==> src/rtl/vga_pkg.sv <==
// Shared VGA timing constants (640x480@60 default) and colour type for the
// Pacman display path.
package vga_pkg;

  localparam int H_ACTIVE_DEF = 640;
  localparam int H_FP_DEF     = 16;
  localparam int H_SYNC_DEF   = 96;
  localparam int H_BP_DEF     = 48;
  localparam int V_ACTIVE_DEF = 480;
  localparam int V_FP_DEF     = 10;
  localparam int V_SYNC_DEF   = 2;
  localparam int V_BP_DEF     = 33;

  localparam int H_TOTAL  = H_ACTIVE_DEF + H_FP_DEF + H_SYNC_DEF + H_BP_DEF;
  localparam int V_TOTAL  = V_ACTIVE_DEF + V_FP_DEF + V_SYNC_DEF + V_BP_DEF;
  localparam int HS_START = H_ACTIVE_DEF + H_FP_DEF;
  localparam int HS_END   = HS_START + H_SYNC_DEF;
  localparam int VS_START = V_ACTIVE_DEF + V_FP_DEF;
  localparam int VS_END   = VS_START + V_SYNC_DEF;

  typedef struct packed {
    logic [7:0] r;
    logic [7:0] g;
    logic [7:0] b;
  } pixel_t;

  // Half-open window test used for the sync pulses.
  function automatic logic in_window(input logic [9:0] c, input logic [9:0] lo,
                                     input logic [9:0] hi);
    return (c >= lo) && (c < hi);
  endfunction

endpackage

==> src/rtl/vga_scan_controller_if.sv <==
// Scan-controller bus: coordinates/strobes out to renderers, merged colour
// back in, and the VGA DAC pin group.
interface vga_scan_controller_if;
  logic [9:0] x;
  logic [8:0] y;
  logic       pix_en;
  logic       frame_start;
  logic [7:0] r_in;
  logic [7:0] g_in;
  logic [7:0] b_in;
  logic       vga_clk;
  logic       vga_hs;
  logic       vga_vs;
  logic       vga_blank_n;
  logic       vga_sync_n;
  logic [7:0] vga_r;
  logic [7:0] vga_g;
  logic [7:0] vga_b;

  modport master (
    output x, y, pix_en, frame_start,
    output vga_clk, vga_hs, vga_vs, vga_blank_n, vga_sync_n, vga_r, vga_g, vga_b,
    input  r_in, g_in, b_in
  );

  modport slave (
    input  x, y, pix_en, frame_start,
    input  vga_clk, vga_hs, vga_vs, vga_blank_n, vga_sync_n, vga_r, vga_g, vga_b,
    output r_in, g_in, b_in
  );
endinterface

==> src/rtl/vga_sync_delay.sv <==
// Enable-gated shift register matching sync/blank to renderer latency.
// nxt_o is the value the last stage loads on the next enable.
module vga_sync_delay #(
  parameter int                DEPTH   = 2,
  parameter int                WIDTH   = 3,
  parameter logic [WIDTH-1:0]  RST_VAL = '0
) (
  input  logic             clk,
  input  logic             rst_n,
  input  logic             en_i,
  input  logic [WIDTH-1:0] d_i,
  output logic [WIDTH-1:0] q_o,
  output logic [WIDTH-1:0] nxt_o
);

  if (DEPTH < 0 || DEPTH > 7) begin : g_bad_depth
    $error("vga_sync_delay: DEPTH must be 0..7");
  end

  if (DEPTH == 0) begin : g_pass
    assign q_o   = d_i;
    assign nxt_o = d_i;
  end else begin : g_sr
    logic [DEPTH-1:0][WIDTH-1:0] sr_q;

    always_ff @(posedge clk or negedge rst_n) begin
      if (!rst_n) begin
        sr_q <= {DEPTH{RST_VAL}};
      end else if (en_i) begin
        sr_q[0] <= d_i;
        for (int i = 1; i < DEPTH; i++) sr_q[i] <= sr_q[i-1];
      end
    end

    assign q_o = sr_q[DEPTH-1];
    if (DEPTH == 1) begin : g_nxt1
      assign nxt_o = d_i;
    end else begin : g_nxtn
      assign nxt_o = sr_q[DEPTH-2];
    end
  end

endmodule

==> src/rtl/vga_scan_controller.sv <==
// VGA raster master: pixel divider, h/v counters, x/y to renderers, and
// latency-matched sync/blank/colour to the DAC.
module vga_scan_controller
  import vga_pkg::*;
#(
  parameter int H_ACTIVE   = H_ACTIVE_DEF,
  parameter int H_FP       = H_FP_DEF,
  parameter int H_SYNC     = H_SYNC_DEF,
  parameter int H_BP       = H_BP_DEF,
  parameter int V_ACTIVE   = V_ACTIVE_DEF,
  parameter int V_FP       = V_FP_DEF,
  parameter int V_SYNC     = V_SYNC_DEF,
  parameter int V_BP       = V_BP_DEF,
  parameter int CLK_DIV    = 2,
  parameter int PIPE_DELAY = 2
) (
  input  logic              clk,
  input  logic              reset_n,
  vga_scan_controller_if.master vga
);

  localparam int DIV_W = (CLK_DIV > 1) ? $clog2(CLK_DIV) : 1;
  localparam logic [DIV_W-1:0] DIV_LAST = DIV_W'(CLK_DIV - 1);
  localparam logic [DIV_W-1:0] DIV_HALF = DIV_W'(CLK_DIV / 2);

  localparam logic [9:0] H_ACT_L = 10'(H_ACTIVE);
  localparam logic [9:0] H_END_L = 10'(H_ACTIVE + H_FP + H_SYNC + H_BP - 1);
  localparam logic [9:0] HS0_L   = 10'(H_ACTIVE + H_FP);
  localparam logic [9:0] HS1_L   = 10'(H_ACTIVE + H_FP + H_SYNC);
  localparam logic [9:0] V_ACT_L = 10'(V_ACTIVE);
  localparam logic [9:0] V_END_L = 10'(V_ACTIVE + V_FP + V_SYNC + V_BP - 1);
  localparam logic [9:0] VS0_L   = 10'(V_ACTIVE + V_FP);
  localparam logic [9:0] VS1_L   = 10'(V_ACTIVE + V_FP + V_SYNC);

  if (PIPE_DELAY < 0 || PIPE_DELAY > 7) begin : g_bad_delay
    $error("vga_scan_controller: PIPE_DELAY must be 0..7");
  end
  if (CLK_DIV < 1) begin : g_bad_div
    $error("vga_scan_controller: CLK_DIV must be >= 1");
  end

  logic [1:0]       rst_sync_q;
  logic             run;
  logic [DIV_W-1:0] div_q, div_d;
  logic             pix_en;
  logic [9:0]       hcnt_q, hcnt_d, vcnt_q, vcnt_d;
  logic [9:0]       x_q, x_d;
  logic [8:0]       y_q, y_d;
  logic             fs_q, fs_d;
  logic             active_d;
  pixel_t           rgb_q, rgb_d;
  logic [2:0]       sync_u, sync_dly, sync_nxt;

  // Release is synchronised so counting starts cleanly two clocks after reset_n rises.
  always_ff @(posedge clk or negedge reset_n) begin
    if (!reset_n) rst_sync_q <= 2'b00;
    else          rst_sync_q <= {rst_sync_q[0], 1'b1};
  end

  assign run    = rst_sync_q[1];
  assign pix_en = run && (div_q == DIV_LAST);

  always_comb begin
    div_d  = div_q;
    hcnt_d = hcnt_q;
    vcnt_d = vcnt_q;
    if (run) div_d = (div_q == DIV_LAST) ? '0 : div_q + DIV_W'(1);
    if (pix_en) begin
      if (hcnt_q == H_END_L) begin
        hcnt_d = '0;
        vcnt_d = (vcnt_q == V_END_L) ? '0 : vcnt_q + 10'd1;
      end else begin
        hcnt_d = hcnt_q + 10'd1;
      end
    end

    active_d = (hcnt_d < H_ACT_L) && (vcnt_d < V_ACT_L);
    x_d      = active_d ? hcnt_d : '0;
    y_d      = active_d ? vcnt_d[8:0] : '0;

    fs_d  = fs_q;
    rgb_d = rgb_q;
    if (pix_en) begin
      fs_d  = (hcnt_d == '0) && (vcnt_d == '0);
      // Colour arriving now belongs to the pixel whose blank bit enters the last stage.
      rgb_d = sync_nxt[0] ? pixel_t'{vga.r_in, vga.g_in, vga.b_in} : '0;
    end
  end

  always_ff @(posedge clk or negedge reset_n) begin
    if (!reset_n) begin
      div_q  <= '0;
      hcnt_q <= '0;
      vcnt_q <= '0;
      x_q    <= '0;
      y_q    <= '0;
      fs_q   <= 1'b0;
      rgb_q  <= '0;
    end else begin
      div_q  <= div_d;
      hcnt_q <= hcnt_d;
      vcnt_q <= vcnt_d;
      x_q    <= x_d;
      y_q    <= y_d;
      fs_q   <= fs_d;
      rgb_q  <= rgb_d;
    end
  end

  assign sync_u = {~in_window(hcnt_q, HS0_L, HS1_L),
                   ~in_window(vcnt_q, VS0_L, VS1_L),
                   (hcnt_q < H_ACT_L) && (vcnt_q < V_ACT_L)};

  vga_sync_delay #(
    .DEPTH   (PIPE_DELAY),
    .WIDTH   (3),
    .RST_VAL (3'b110)
  ) u_sync_delay (
    .clk   (clk),
    .rst_n (reset_n),
    .en_i  (pix_en),
    .d_i   (sync_u),
    .q_o   (sync_dly),
    .nxt_o (sync_nxt)
  );

  assign vga.x           = x_q;
  assign vga.y           = y_q;
  assign vga.pix_en      = pix_en;
  assign vga.frame_start = fs_q;
  assign vga.vga_clk     = run && (div_q >= DIV_HALF);
  assign vga.vga_hs      = sync_dly[2];
  assign vga.vga_vs      = sync_dly[1];
  assign vga.vga_blank_n = sync_dly[0];
  assign vga.vga_sync_n  = 1'b0;
  assign vga.vga_r       = rgb_q.r;
  assign vga.vga_g       = rgb_q.g;
  assign vga.vga_b       = rgb_q.b;

endmodule
==> src/flat_wrapper.sv <==
// flat-port wrapper written by rule: the top's interface ports become plain ports
module vga_scan_controller_flat import vga_pkg::*;
#(
  parameter int H_ACTIVE   = H_ACTIVE_DEF,
  parameter int H_FP       = H_FP_DEF,
  parameter int H_SYNC     = H_SYNC_DEF,
  parameter int H_BP       = H_BP_DEF,
  parameter int V_ACTIVE   = V_ACTIVE_DEF,
  parameter int V_FP       = V_FP_DEF,
  parameter int V_SYNC     = V_SYNC_DEF,
  parameter int V_BP       = V_BP_DEF,
  parameter int CLK_DIV    = 2,
  parameter int PIPE_DELAY = 2
)
  (clk, reset_n, vga_x, vga_y, vga_pix_en, vga_frame_start, vga_vga_clk, vga_vga_hs, vga_vga_vs, vga_vga_blank_n, vga_vga_sync_n, vga_vga_r, vga_vga_g, vga_vga_b, vga_r_in, vga_g_in, vga_b_in);
  vga_scan_controller_if vga_i ();
  input  logic clk;
  input  logic reset_n;
  output wire logic [$bits(vga_i.x)-1:0] vga_x;
  output wire logic [$bits(vga_i.y)-1:0] vga_y;
  output wire logic [$bits(vga_i.pix_en)-1:0] vga_pix_en;
  output wire logic [$bits(vga_i.frame_start)-1:0] vga_frame_start;
  output wire logic [$bits(vga_i.vga_clk)-1:0] vga_vga_clk;
  output wire logic [$bits(vga_i.vga_hs)-1:0] vga_vga_hs;
  output wire logic [$bits(vga_i.vga_vs)-1:0] vga_vga_vs;
  output wire logic [$bits(vga_i.vga_blank_n)-1:0] vga_vga_blank_n;
  output wire logic [$bits(vga_i.vga_sync_n)-1:0] vga_vga_sync_n;
  output wire logic [$bits(vga_i.vga_r)-1:0] vga_vga_r;
  output wire logic [$bits(vga_i.vga_g)-1:0] vga_vga_g;
  output wire logic [$bits(vga_i.vga_b)-1:0] vga_vga_b;
  input wire logic [$bits(vga_i.r_in)-1:0] vga_r_in;
  input wire logic [$bits(vga_i.g_in)-1:0] vga_g_in;
  input wire logic [$bits(vga_i.b_in)-1:0] vga_b_in;
  assign vga_x = vga_i.x;
  assign vga_y = vga_i.y;
  assign vga_pix_en = vga_i.pix_en;
  assign vga_frame_start = vga_i.frame_start;
  assign vga_vga_clk = vga_i.vga_clk;
  assign vga_vga_hs = vga_i.vga_hs;
  assign vga_vga_vs = vga_i.vga_vs;
  assign vga_vga_blank_n = vga_i.vga_blank_n;
  assign vga_vga_sync_n = vga_i.vga_sync_n;
  assign vga_vga_r = vga_i.vga_r;
  assign vga_vga_g = vga_i.vga_g;
  assign vga_vga_b = vga_i.vga_b;
  assign vga_i.r_in = vga_r_in;
  assign vga_i.g_in = vga_g_in;
  assign vga_i.b_in = vga_b_in;
  vga_scan_controller #(.H_ACTIVE(H_ACTIVE), .H_FP(H_FP), .H_SYNC(H_SYNC), .H_BP(H_BP), .V_ACTIVE(V_ACTIVE), .V_FP(V_FP), .V_SYNC(V_SYNC), .V_BP(V_BP), .CLK_DIV(CLK_DIV), .PIPE_DELAY(PIPE_DELAY)) u_core (.clk(clk), .reset_n(reset_n), .vga(vga_i));
endmodule
==> config.mk <==
export PLATFORM = sky130hd
export DESIGN_NAME = vga_scan_controller_flat
export DESIGN_NICKNAME = d
export VERILOG_FILES = /design/src/rtl/vga_pkg.sv /design/src/rtl/vga_scan_controller_if.sv /design/src/rtl/vga_sync_delay.sv /design/src/rtl/vga_scan_controller.sv /design/src/flat_wrapper.sv
export SDC_FILE = /design/constraint.sdc
export NUM_CORES = 1
export LEC_CHECK = 0
export BUFFER_PORTS_ARGS = -buffer_cell sky130_fd_sc_hd__buf_2
export CORE_MARGIN = 4
export CORE_UTILIZATION = 40
export CTS_BUF_LIST = sky130_fd_sc_hd__clkbuf_8
export CTS_CLUSTER_SIZE = 24
export DETAILED_ROUTE_END_ITERATION = 16
export SYNTH_ARGS = -nofsm -noshare
export SYNTH_HDL_FRONTEND = slang
export SYNTH_HIERARCHICAL = 1
export SYNTH_SLANG_ARGS = --single-unit
==> constraint.sdc <==
create_clock -name clk -period 4.9 [get_ports clk]
set_clock_uncertainty 0.15 [all_clocks]
set_input_delay 0.49 -clock clk [delete_from_list [all_inputs] [get_ports clk]]
set_output_delay 0.49 -clock clk [all_outputs]
set_load 0.02 [all_outputs]
==> flow_metrics.py <==
metrics = {
    "clocking": {
        "ctsResizeCount": 0,
        "clk_latency_ns": 0.36,
        "ctsHoldBuffers": 0,
        "clkTransAtPathRegs_ns": 0.08,
        "cts.sinks": 73,
        "clockBufferDepth": 2,
        "cts_buffers": 9,
        "postCtsSetupBuffers": 0,
        "cts_tree": "built",
        "clockRootBuffer": "clkbuf_8",
        "cts.htree.levels": 3,
    },
    "min_path": {
        "hold_class": "input pin to asynchronous set/reset pin",
    },
    "routing": {
        "dr.pass1.iters": 4,
        "remaining_drc_errors": 0,
        "ant_nets": 0,
        "viasPerCell": 5.08,
        "drt-initial-drc-count": 153,
        "wl_per_cell_um": 15.3,
        "vias": 2516,
        "wl_um": 7560,
    },
    "sta": {
        "fmax_ghz": 0.302,
        "hold_viol": 0,
        "tightestPinTransition_ns": 0.884,
        "slew_violations": 0,
        "slew_headroom_pct": 41.0,
        "fin_tns_setup_ns": 0,
        "worst_slack_ns": 1.59,
        "fin_crit_sh_pct": 67.5,
        "layout_min_cycle_time_ns": 3.31,
        "rsz0062_at_grt": "no",
        "holdWs_ns": 0.0997,
        "setup_viol": 0,
    },
    "yosys": {
        "synth_area_leaders": "dfrtp_1, nand2_1, nand3_1, dfstp_2, mux2_4",
        "synth_common_cells": "dfrtp_1, nand2_1, nand3_1",
        "synth-edff-count": 0,
        "netlist_instances": 319,
        "yosysTopAreaCell": "dfrtp_1",
        "syn_area_per_cell_um2": 10.4,
        "yosys_warnings": 6,
        "async_flop_share_pct": 100,
        "synthDistinctLibCells": 55,
        "synth_most_common_cell": "dfrtp_1",
        "yosys_most_used_dff": "dfrtp_1",
        "synth_fp_nets": 350,
        "synth_area_mm2": 0.00331,
        "ys_ff_latch": 73,
        "yosysSeqAreaShare_pct": 55.3,
        "synth_top_area_share_pct": 52.2,
    },
    "setup_path": {
        "r2r-end": "u_core/vga.x[5]",
        "crit_type": "flop to flop",
        "cp-startpoint": "u_core/hcnt_q[1]",
        "timing.reg2reg.setup_slack_ns": 1.59,
        "endpoint": "u_core/vga.x[5]",
        "r2r_cells": 7,
        "critPathArrivalTime_ns": 3.36,
        "end_kind": "flop",
        "path_max_fanout": 19,
        "required_ns": 4.95,
        "r2r_start": "u_core/hcnt_q[1]",
        "start_kind": "flop",
    },
    "grt": {
        "grt_usage_pct": 15.9,
        "grt_pass1_wl_um": 12300,
        "globalRouteOverflowTotal": 0,
        "grt_pass1_vias": 2445,
        "grt_antenna_before_repair": 0,
        "grt_max_degree": 74,
    },
    "power": {
        "p_clk_share_pct": 27.2,
        "power.switching_w": 0.000684,
        "ir_worst_vdd_mv": 0.200,
        "switching_share_pct": 36.1,
        "p_int_w": 0.00121,
        "p_comb_share_pct": 29.9,
        "power_frac_seq_pct": 43.0,
        "p_leak_nw": 2.00,
        "p_per_area_mw_per_mm2": 482,
    },
    "floorplan": {
        "die_y_um": 99.0,
        "die_w_um": 99.0,
        "io_pins": 76,
        "core_region_area_mm2": 0.00789,
        "initial_core_util_pct": 42.0,
        "dieArea_mm2": 0.00980,
        "rows": 32,
    },
    "layout": {
        "n_antenna_cell": 0,
        "final_nets": 419,
        "drive_gt1_share_pct": 28.2,
        "syn2layout_area_growth_pct": 18.9,
        "final_util_pct": 49.9,
        "stdcell_area_mm2": 0.00394,
    },
    "place": {
        "dp_hpwl_um": 5220,
        "io_buffer_count": 74,
        "place_area_mm2": 0.00372,
        "routabilityCongestion": 0.845,
        "post-place-ws_ns": 1.63,
    },
    "job": {
        "max_cap_violations": 0,
    },
    "status": {
        "status": "completed",
    },
}
## flip-flops by register name, summed over array words and instances, names as in the netlist, 2 cells and up
name                       count
u_core/vcnt_q                 10
u_core/vga.x                  10
u_core/rst_sync_q              2
u_core/vga.y                   9
u_core/vga.vga_r               8
u_core/vga.vga_g               8
u_core/u_sync_delay/nxt_o      3
u_core/u_sync_delay/q_o        3
u_core/hcnt_q                 10
u_core/vga.vga_b               8
## how the worst min path moves through the flow
stage	from	endpoint	cells past startpoint
after CTS	reset_n	u_core/vga.y[3]	1
after floorplan	reset_n	u_core/div_q	0
after global routing	reset_n	u_core/vga.y[2]	1
after global placement	u_core/rst_sync_q[0]	u_core/rst_sync_q[1]	0
final	reset_n	u_core/vcnt_q[1]	1
after detailed placement	u_core/rst_sync_q[0]	u_core/rst_sync_q[1]	0
## cell usage in the layout (no fill, tap or decap), drive strengths merged, types with 5 or more instances in the layout
cell / instances
nand4: 7
mux2: 7
xnor2: 6
clkbuf: 9
nand3: 33
buf: 76
a31oi: 5
nor2b: 12
nor3: 9
nand2: 61
inv: 13
ha: 5
dfrtp: 69
o21ai: 11
a21oi: 6
nor2: 8
## stage by stage
stage	power, W	cells
5_1_grt	0.00202	495
6_report	0.00190	495
4_1_cts	0.00192	495
2_1_floorplan	0.00120	319
3_5_place_dp	0.00140	479
3_3_place_gp	0.00139	479
## layout make-up
class                      instances  area (µm²)
clock inverter                     7        95.1
timing repair buffer              76         388
clock buffer                       9         124
multi-input combinational        215        1320
sequential                        73        1830
inverter                          13        48.8
tap                              102         128
fill                             769        3950
## routing by layer
metal	GRT usage, %	share of wire (%)
met3	3.89	5.1
met4	6.30	1.7
met2	25.7	49
met5	0	0
met1	20.5	44
## critical path, cell delays in order (launching register included)
cell and delay [ns]:
dfrtp_1 0.42, ha_1 0.28, and3_1 0.24, nand4_1 0.43, or4_1 0.69, a222oi_1 0.37, a221o_2 0.47, nor3_1 0.09
## cell families (layout without fill, tap and decap cells)
logic type | after synthesis | in the layout | share of synthesized area, %
adders and majority gates | 5 | 5 | 1.89
other | 2 | 2 | 0.227
and+or+nand+nor | 152 | 152 | 24.0
muxes | 7 | 7 | 3.17
buffers and inverters | 31 | 105 | 4.72
DFF | 73 | 73 | 55.3
xor gates and xnor gates | 9 | 9 | 2.38
AOI/OAI and AO/OA | 40 | 40 | 8.31
## power by group through the flow
stage | logic, W | registers, W | clock network, W
floorplan | 0.000237 | 0.000960 | 0
global placement | 0.000569 | 0.000822 | 0
detailed placement | 0.000577 | 0.000826 | 0
CTS | 0.000578 | 0.000817 | 0.000527
global route | 0.000627 | 0.000836 | 0.000558
finish | 0.000567 | 0.000815 | 0.000515
(Power assumes the default switching activity.)
